===== src/rtl/sal_bk_ctrl.sv =====
// Per-bank DRAM command controller: one held request, row-state FSM and bank timing counters.
// Build option SAL_BK_AUTO_PRE_EN selects closed-page policy; without it the bank is open-page.
package sal_bk_pkg;
  typedef logic [13:0] dram_ra_t;
  typedef logic [9:0]  dram_ca_t;
  typedef logic [3:0]  axi_id_t;
  typedef logic [7:0]  axi_len_t;
  typedef logic [7:0]  seq_num_t;
endpackage

module sal_bk_ctrl
  import sal_bk_pkg::*;
#(
  parameter int unsigned TW    = 8,
  parameter int unsigned BK_ID = 0
) (
  input  logic          clk,
  input  logic          rst_n,
  input  logic          req_valid_i,
  output logic          req_ready_o,
  input  logic          req_wr_i,
  input  dram_ra_t      req_ra_i,
  input  dram_ca_t      req_ca_i,
  input  axi_id_t       req_id_i,
  input  axi_len_t      req_len_i,
  input  seq_num_t      req_seq_num_i,
  input  logic          ref_pend_i,
  output logic          ref_done_o,
  input  logic [TW-1:0] t_rcd_m1,
  input  logic [TW-1:0] t_rp_m1,
  input  logic [TW-1:0] t_ras_m1,
  input  logic [TW-1:0] t_rtp_m1,
  input  logic [TW-1:0] t_wr_m1,
  input  logic [TW-1:0] t_rfc_m1,
  output logic          act_req_o,
  output logic          rd_req_o,
  output logic          wr_req_o,
  output logic          pre_req_o,
  output logic          ref_req_o,
  output dram_ra_t      ra_o,
  output dram_ca_t      ca_o,
  output axi_id_t       id_o,
  output axi_len_t      len_o,
  output seq_num_t      seq_num_o,
  input  logic          act_gnt_i,
  input  logic          rd_gnt_i,
  input  logic          wr_gnt_i,
  input  logic          pre_gnt_i,
  input  logic          ref_gnt_i
);

  typedef enum logic [2:0] {
    CLOSED,
    OPENING,
    OPEN,
    CLOSING,
    REFRESHING
  } state_t;

  state_t        state, state_d;
  logic          held, held_d, ready_q, hs;
  logic          wr_q;
  dram_ra_t      ra_q, open_row;
  dram_ca_t      ca_q;
  axi_id_t       id_q;
  axi_len_t      len_q;
  seq_num_t      seq_q;
  logic [TW-1:0] trcd_cnt, tras_cnt, trtp_cnt, twr_cnt, trp_cnt, trfc_cnt;
  logic          act_take, rd_take, wr_take, pre_take, ref_take;
  logic          eff_closed, eff_open, row_hit, pre_ok, auto_pre;

`ifdef SAL_BK_AUTO_PRE_EN
  assign auto_pre = 1'b1;
`else
  assign auto_pre = 1'b0;
`endif

  function automatic logic [TW-1:0] cnt_next(input logic load, input logic [TW-1:0] m1,
                                             input logic [TW-1:0] cnt);
    if (load)           return m1;
    else if (cnt != '0) return cnt - TW'(1);
    else                return cnt;
  endfunction

  assign hs          = req_valid_i & ready_q;
  assign req_ready_o = ready_q;
  assign act_take    = act_req_o & act_gnt_i;
  assign rd_take     = rd_req_o  & rd_gnt_i;
  assign wr_take     = wr_req_o  & wr_gnt_i;
  assign pre_take    = pre_req_o & pre_gnt_i;
  assign ref_take    = ref_req_o & ref_gnt_i;
  assign ref_done_o  = ref_take;
  assign held_d      = hs | (held & ~(rd_take | wr_take));

  assign ra_o      = ra_q;
  assign ca_o      = ca_q;
  assign id_o      = id_q;
  assign len_o     = len_q;
  assign seq_num_o = seq_q;

  // A waiting state whose counter has reached zero behaves as its destination in that
  // same cycle, so a command can issue exactly m1+1 cycles after the enabling grant.
  always_comb begin
    state_d    = state;
    act_req_o  = 1'b0;
    rd_req_o   = 1'b0;
    wr_req_o   = 1'b0;
    pre_req_o  = 1'b0;
    ref_req_o  = 1'b0;
    eff_closed = (state == CLOSED) || (state == CLOSING && trp_cnt == '0) ||
                 (state == REFRESHING && trfc_cnt == '0);
    eff_open   = (state == OPEN) || (state == OPENING && trcd_cnt == '0);
    row_hit    = (ra_q == open_row);
    pre_ok     = (tras_cnt == '0) && (trtp_cnt == '0) && (twr_cnt == '0);

    if (eff_closed) begin
      state_d = CLOSED;
      if (ref_pend_i)  ref_req_o = 1'b1;
      else if (held)   act_req_o = 1'b1;
    end else if (eff_open) begin
      state_d = OPEN;
      if (held && !ref_pend_i && row_hit) begin
        rd_req_o = !wr_q;
        wr_req_o = wr_q;
      end else if ((ref_pend_i || held || auto_pre) && pre_ok) begin
        pre_req_o = 1'b1;
      end
    end

    if (!rst_n) begin
      act_req_o = 1'b0;
      rd_req_o  = 1'b0;
      wr_req_o  = 1'b0;
      pre_req_o = 1'b0;
      ref_req_o = 1'b0;
    end

    if (act_req_o && act_gnt_i) state_d = OPENING;
    if (pre_req_o && pre_gnt_i) state_d = CLOSING;
    if (ref_req_o && ref_gnt_i) state_d = REFRESHING;
  end

  always_ff @(posedge clk) begin
    if (!rst_n) begin
      state    <= CLOSED;
      held     <= 1'b0;
      ready_q  <= 1'b0;
      open_row <= '0;
      trcd_cnt <= '0;
      tras_cnt <= '0;
      trtp_cnt <= '0;
      twr_cnt  <= '0;
      trp_cnt  <= '0;
      trfc_cnt <= '0;
    end else begin
      state    <= state_d;
      held     <= held_d;
      ready_q  <= ~held_d;
      if (act_take) open_row <= ra_q;
      trcd_cnt <= cnt_next(act_take, t_rcd_m1, trcd_cnt);
      tras_cnt <= cnt_next(act_take, t_ras_m1, tras_cnt);
      trtp_cnt <= cnt_next(rd_take,  t_rtp_m1, trtp_cnt);
      twr_cnt  <= cnt_next(wr_take,  t_wr_m1,  twr_cnt);
      trp_cnt  <= cnt_next(pre_take, t_rp_m1,  trp_cnt);
      trfc_cnt <= cnt_next(ref_take, t_rfc_m1, trfc_cnt);
    end
  end

  // Payload is only observed while held is set, so it needs no reset.
  always_ff @(posedge clk) begin
    if (hs) begin
      wr_q  <= req_wr_i;
      ra_q  <= req_ra_i;
      ca_q  <= req_ca_i;
      id_q  <= req_id_i;
      len_q <= req_len_i;
      seq_q <= req_seq_num_i;
    end
  end

  assert property (@(posedge clk) disable iff (!rst_n)
    $onehot0({act_req_o, rd_req_o, wr_req_o, pre_req_o, ref_req_o}))
    else $error("sal_bk_ctrl[%0d]: more than one command request", BK_ID);

  assert property (@(posedge clk) disable iff (!rst_n)
    !((act_gnt_i && !act_req_o) || (rd_gnt_i && !rd_req_o) || (wr_gnt_i && !wr_req_o) ||
      (pre_gnt_i && !pre_req_o) || (ref_gnt_i && !ref_req_o)))
    else $error("sal_bk_ctrl[%0d]: grant without matching request", BK_ID);

endmodule


===== config.mk =====
export PLATFORM = sky130hd
export DESIGN_NAME = sal_bk_ctrl
export DESIGN_NICKNAME = d
export VERILOG_FILES = /design/src/rtl/sal_bk_ctrl.sv
export SDC_FILE = /design/constraint.sdc
export NUM_CORES = 1
export LEC_CHECK = 0
export CAP_MARGIN = 20
export CORE_ASPECT_RATIO = 0.9
export CORE_MARGIN = 5
export CORE_UTILIZATION = 35
export DETAILED_ROUTE_END_ITERATION = 6
export SETUP_SLACK_MARGIN = 0.4
export SLEW_MARGIN = 40
export SYNTH_ARGS = -nofsm -noshare
export SYNTH_HDL_FRONTEND = slang
export SYNTH_SLANG_ARGS = --single-unit
export TNS_END_PERCENT = 50

===== constraint.sdc =====
create_clock -name clk -period 2.2 [get_ports clk]
set_input_delay 0.44 -clock clk [delete_from_list [all_inputs] [get_ports clk]]
set_output_delay 0.44 -clock clk [all_outputs]
set_load 0.1 [all_outputs]

==> results.sh <==
export IMPL_cts_sinks=112
export IMPL_drv_cap=0
export IMPL_synth_xor_area_frac=0.0641
export IMPL_path_buf_inv=1
export IMPL_clockPowerShare=0.187
export IMPL_grt_ovfl_total=0
export IMPL_vias_per_cell=5.05
export IMPL_maxSlewViolCount=0
export IMPL_min_period_ns=2.86
export IMPL_swShare=0.377
export IMPL_relSlewSlack=0.617
export IMPL_io_buffers=152
export IMPL_clock_root_buffer="clkbuf_16"
export IMPL_crit_chain="or4_4 -> or4b_4 -> nor4_2 -> nand4b_1 -> nor2_4 -> buf_12"
export IMPL_syn_avg_cell_area_sq_um=9.98
export IMPL_clk_pin_slew_worst_paths_ns=0.08
export IMPL_drtAntennaViolNets=0
export IMPL_grt_max_degree=46
export IMPL_synthAdderAreaFrac=0.0275
export IMPL_io_pins=153
export IMPL_dr_pass1_iters=4
export IMPL_status="complete, but fails checks"
export IMPL_end_kind="primary output"
export IMPL_final_nets=904
export IMPL_drive_gt1_frac=0.353
export IMPL_powerDensity_mw_per_mm2=994
export IMPL_required_ns=1.76
export IMPL_worstSetupPathType="flip-flop to primary output"
export IMPL_ys_flop_type="dfxtp_1"
export IMPL_drt_first_iter_violations=263
export IMPL_fin_area_sq_mm=0.00890
export IMPL_clock_fmax_mhz=350
export IMPL_worst_pin_slew_ns=0.574
export IMPL_cp_max_fo=2
export IMPL_dp_cells=963
export IMPL_vias=5039
export IMPL_synthArstFlopShare=0
export IMPL_clk_latency_ns=0.36
export IMPL_hold_viol=0
export IMPL_place_hpwl_mm=12.1
export IMPL_synthMuxAreaShare=0.0593
export IMPL_die_w_um=142
export IMPL_start_util=0.355
export IMPL_fp_row_count=43
export IMPL_seq_area_frac_synth=0.493
export IMPL_final_common_cell="buf_4"
export IMPL_ff_latch_area_sq_mm=0.00270
export IMPL_slowest_delay_ns=0.56
export IMPL_use_met3=0.0832
export IMPL_die_y_um=129
export IMPL_hold_slack_ns=0.494
export IMPL_p_comb_frac=0.502
export IMPL_grtUsageMet2=0.298
export IMPL_ys_ff_latch=112
export IMPL_critPathArrivalTime_ns=2.42
export IMPL_cts_tree="yes"
export IMPL_synth_compound_area_frac=0.116
export IMPL_drc_errors=0
export IMPL_pre_cts_slack_ns=-0.497
export IMPL_setup_viol=31
export IMPL_peakVddDrop_mv=0.430
export IMPL_area_growth_pct=62.8
export IMPL_antenna_found_initial=0
export IMPL_min_path_type="flip-flop to flip-flop"
export IMPL_place_area_sq_mm=0.00786
export IMPL_synth_top_family_by_area="simple AND/OR/NAND/NOR gates"
export IMPL_busiest_layer="met2"
export IMPL_fin_crit_sh=1.30
export IMPL_synthSimpleGateAreaFrac=0.197
export IMPL_yosys_warnings=0
export IMPL_htreeDepth=3
export IMPL_synth_edf_count=45
export IMPL_cp_start_kind="flip-flop"
export IMPL_multiInputGateArea_sq_mm=0.00309
export IMPL_synthCells=548
export IMPL_fillers=1301
export IMPL_p_leak_nw=3.43
export IMPL_dieArea_sq_mm=0.0182
export IMPL_core_area_sq_mm=0.0154
export IMPL_slowest_stage="or4b_4"
export IMPL_tns_ns=-10.50
export IMPL_violations="setup timing"
export IMPL_use_met1=0.206
export IMPL_grt_pass1_wl_mm=25.7
export IMPL_ys_types=58
export IMPL_seqPwrFrac=0.311
export IMPL_intPower_mw=5.51
export IMPL_clock_skew_ns=0.0145
export IMPL_path_delay_family="simple AND/OR/NAND/NOR gates"
export IMPL_setup_ws_ns=-0.656
export IMPL_grt_usage=0.178
export IMPL_routedWlPerCell_um=16.6
export IMPL_p_sw_mw=3.34
export IMPL_power_mw=8.84
export IMPL_syn_area_sq_mm=0.00547
export IMPL_cts_buffers=9
export IMPL_place_congestion=0.840
export IMPL_finish_utilization=0.578
export IMPL_grt_pass1_vias=5160
export IMPL_syn_nets=662
export IMPL_layout_common_cells="buf_4, clkdlybuf4s50_1, dfxtp_1, nand2_1, edfxtp_1"
export IMPL_fin_cells=998
export IMPL_cts_max_path_buffers=2
export IMPL_rsz0062_at_grt="yes"
export IMPL_wl_mm=16.5
## repair_timing
item,in CTS,in global routing
buffers inserted,13,2
gates resized for setup,50,82
hold buffers,0,0
pin swaps,19,48
endpoints found under the setup margin,73,73
gates cloned,2,1
## path summary, 6_finish.rpt
path                            slack [ns]                  endpoint  cells past startpoint                startpoint
worst max-delay path                 -0.66                 pre_req_o                      6   twr_cnt[5]$_SDFFE_PN0P_
worst min-delay path                  0.49  open_row[3]$_SDFFE_PN0P_                      2  open_row[3]$_SDFFE_PN0P_
worst max register to register       -0.38   twr_cnt[5]$_SDFFE_PN0P_                     14         ra_o[9]$_DFFE_PP_
worst min register to register        0.49  open_row[3]$_SDFFE_PN0P_                      2  open_row[3]$_SDFFE_PN0P_
## worst register-to-register path, delay by kind of cell, from the launching register on
kind / cells / cell delay [ns]
xor+xnor: 1 / 0.17
buf+inv: 9 / 0.92
flops: 1 / 0.44
mux: 1 / 0.21
simple gates: 3 / 0.76
## power by group through the flow
stage / clock [mW] / combinational [mW] / sequential (mW)
after floorplan: 0 / 2.41 / 3.06
after detailed placement: 0 / 4.01 / 2.77
final: 1.65 / 4.44 / 2.75
after global routing: 1.79 / 4.88 / 2.79
after CTS: 1.71 / 4.29 / 2.74
after global placement: 0 / 3.88 / 2.77
## cell type report
class / count / area share
antenna: 1 / 0.000281
multi-input combinational: 387 / 0.347
sequential: 112 / 0.303
tap: 202 / 0.0284
timing repair buffer: 260 / 0.278
inverter: 20 / 0.00886
clock buffer: 9 / 0.0253
clock inverter: 7 / 0.00844
## logic make-up (layout without fill, tap and decap cells)
group | Yosys count | after routing
AO/OA/AOI/OAI | 106 | 106
XOR/XNOR | 40 | 40
adder cells (fa/ha/maj) | 12 | 12
buffers and inverters | 49 | 296
flip-flops | 112 | 112
multiplexers | 32 | 32
other | 0 | 1
AND/OR/NAND/NOR | 197 | 197
## sequential cells by signal, summed over array words and instances, names as in the netlist
signal and flops:
wr_q 1, seq_num_o 8, held 1, ra_o 14
trtp_cnt 8, req_ready_o 1, id_o 4, ca_o 10
tras_cnt 8, trcd_cnt 8, len_o 8, open_row 14
twr_cnt 8, trp_cnt 8, state 3, trfc_cnt 8
## cells in the mapped netlist (3+ instances only)
| cell | n | share of area |
|---|---|---|
| nor3_1 | 12 | 0.011 |
| xor2_1 | 9 | 0.014 |
| nand3_1 | 50 | 0.046 |
| dfxtp_1 | 67 | 0.25 |
| a211oi_1 | 3 | 0.0041 |
| inv_1 | 20 | 0.014 |
| nand2_1 | 50 | 0.034 |
| or4_1 | 9 | 0.012 |
| mux2i_1 | 29 | 0.053 |
| xnor2_1 | 31 | 0.050 |
| and3_1 | 6 | 0.0069 |
| buf_6 | 4 | 0.0082 |
| clkbuf_1 | 20 | 0.014 |
| edfxtp_1 | 45 | 0.25 |
| ha_1 | 12 | 0.027 |
| o21ai_0 | 36 | 0.033 |
| nor4_1 | 6 | 0.0069 |
| o31ai_1 | 5 | 0.0069 |
| o211ai_1 | 4 | 0.0055 |
| nand4_1 | 5 | 0.0057 |
| nor2_1 | 27 | 0.019 |
| a21oi_1 | 42 | 0.038 |
| mux2_2 | 3 | 0.0062 |
| nor3b_1 | 7 | 0.0096 |
| buf_2 | 3 | 0.0027 |
## metal layers
metal,up-vias,share of wire
met5,-,0
met3,21,0.10
met1,2374,0.40
li1,2479,-
met4,0,0.018
met2,165,0.48
No activity file was read; power rests on OpenSTA's default activity.
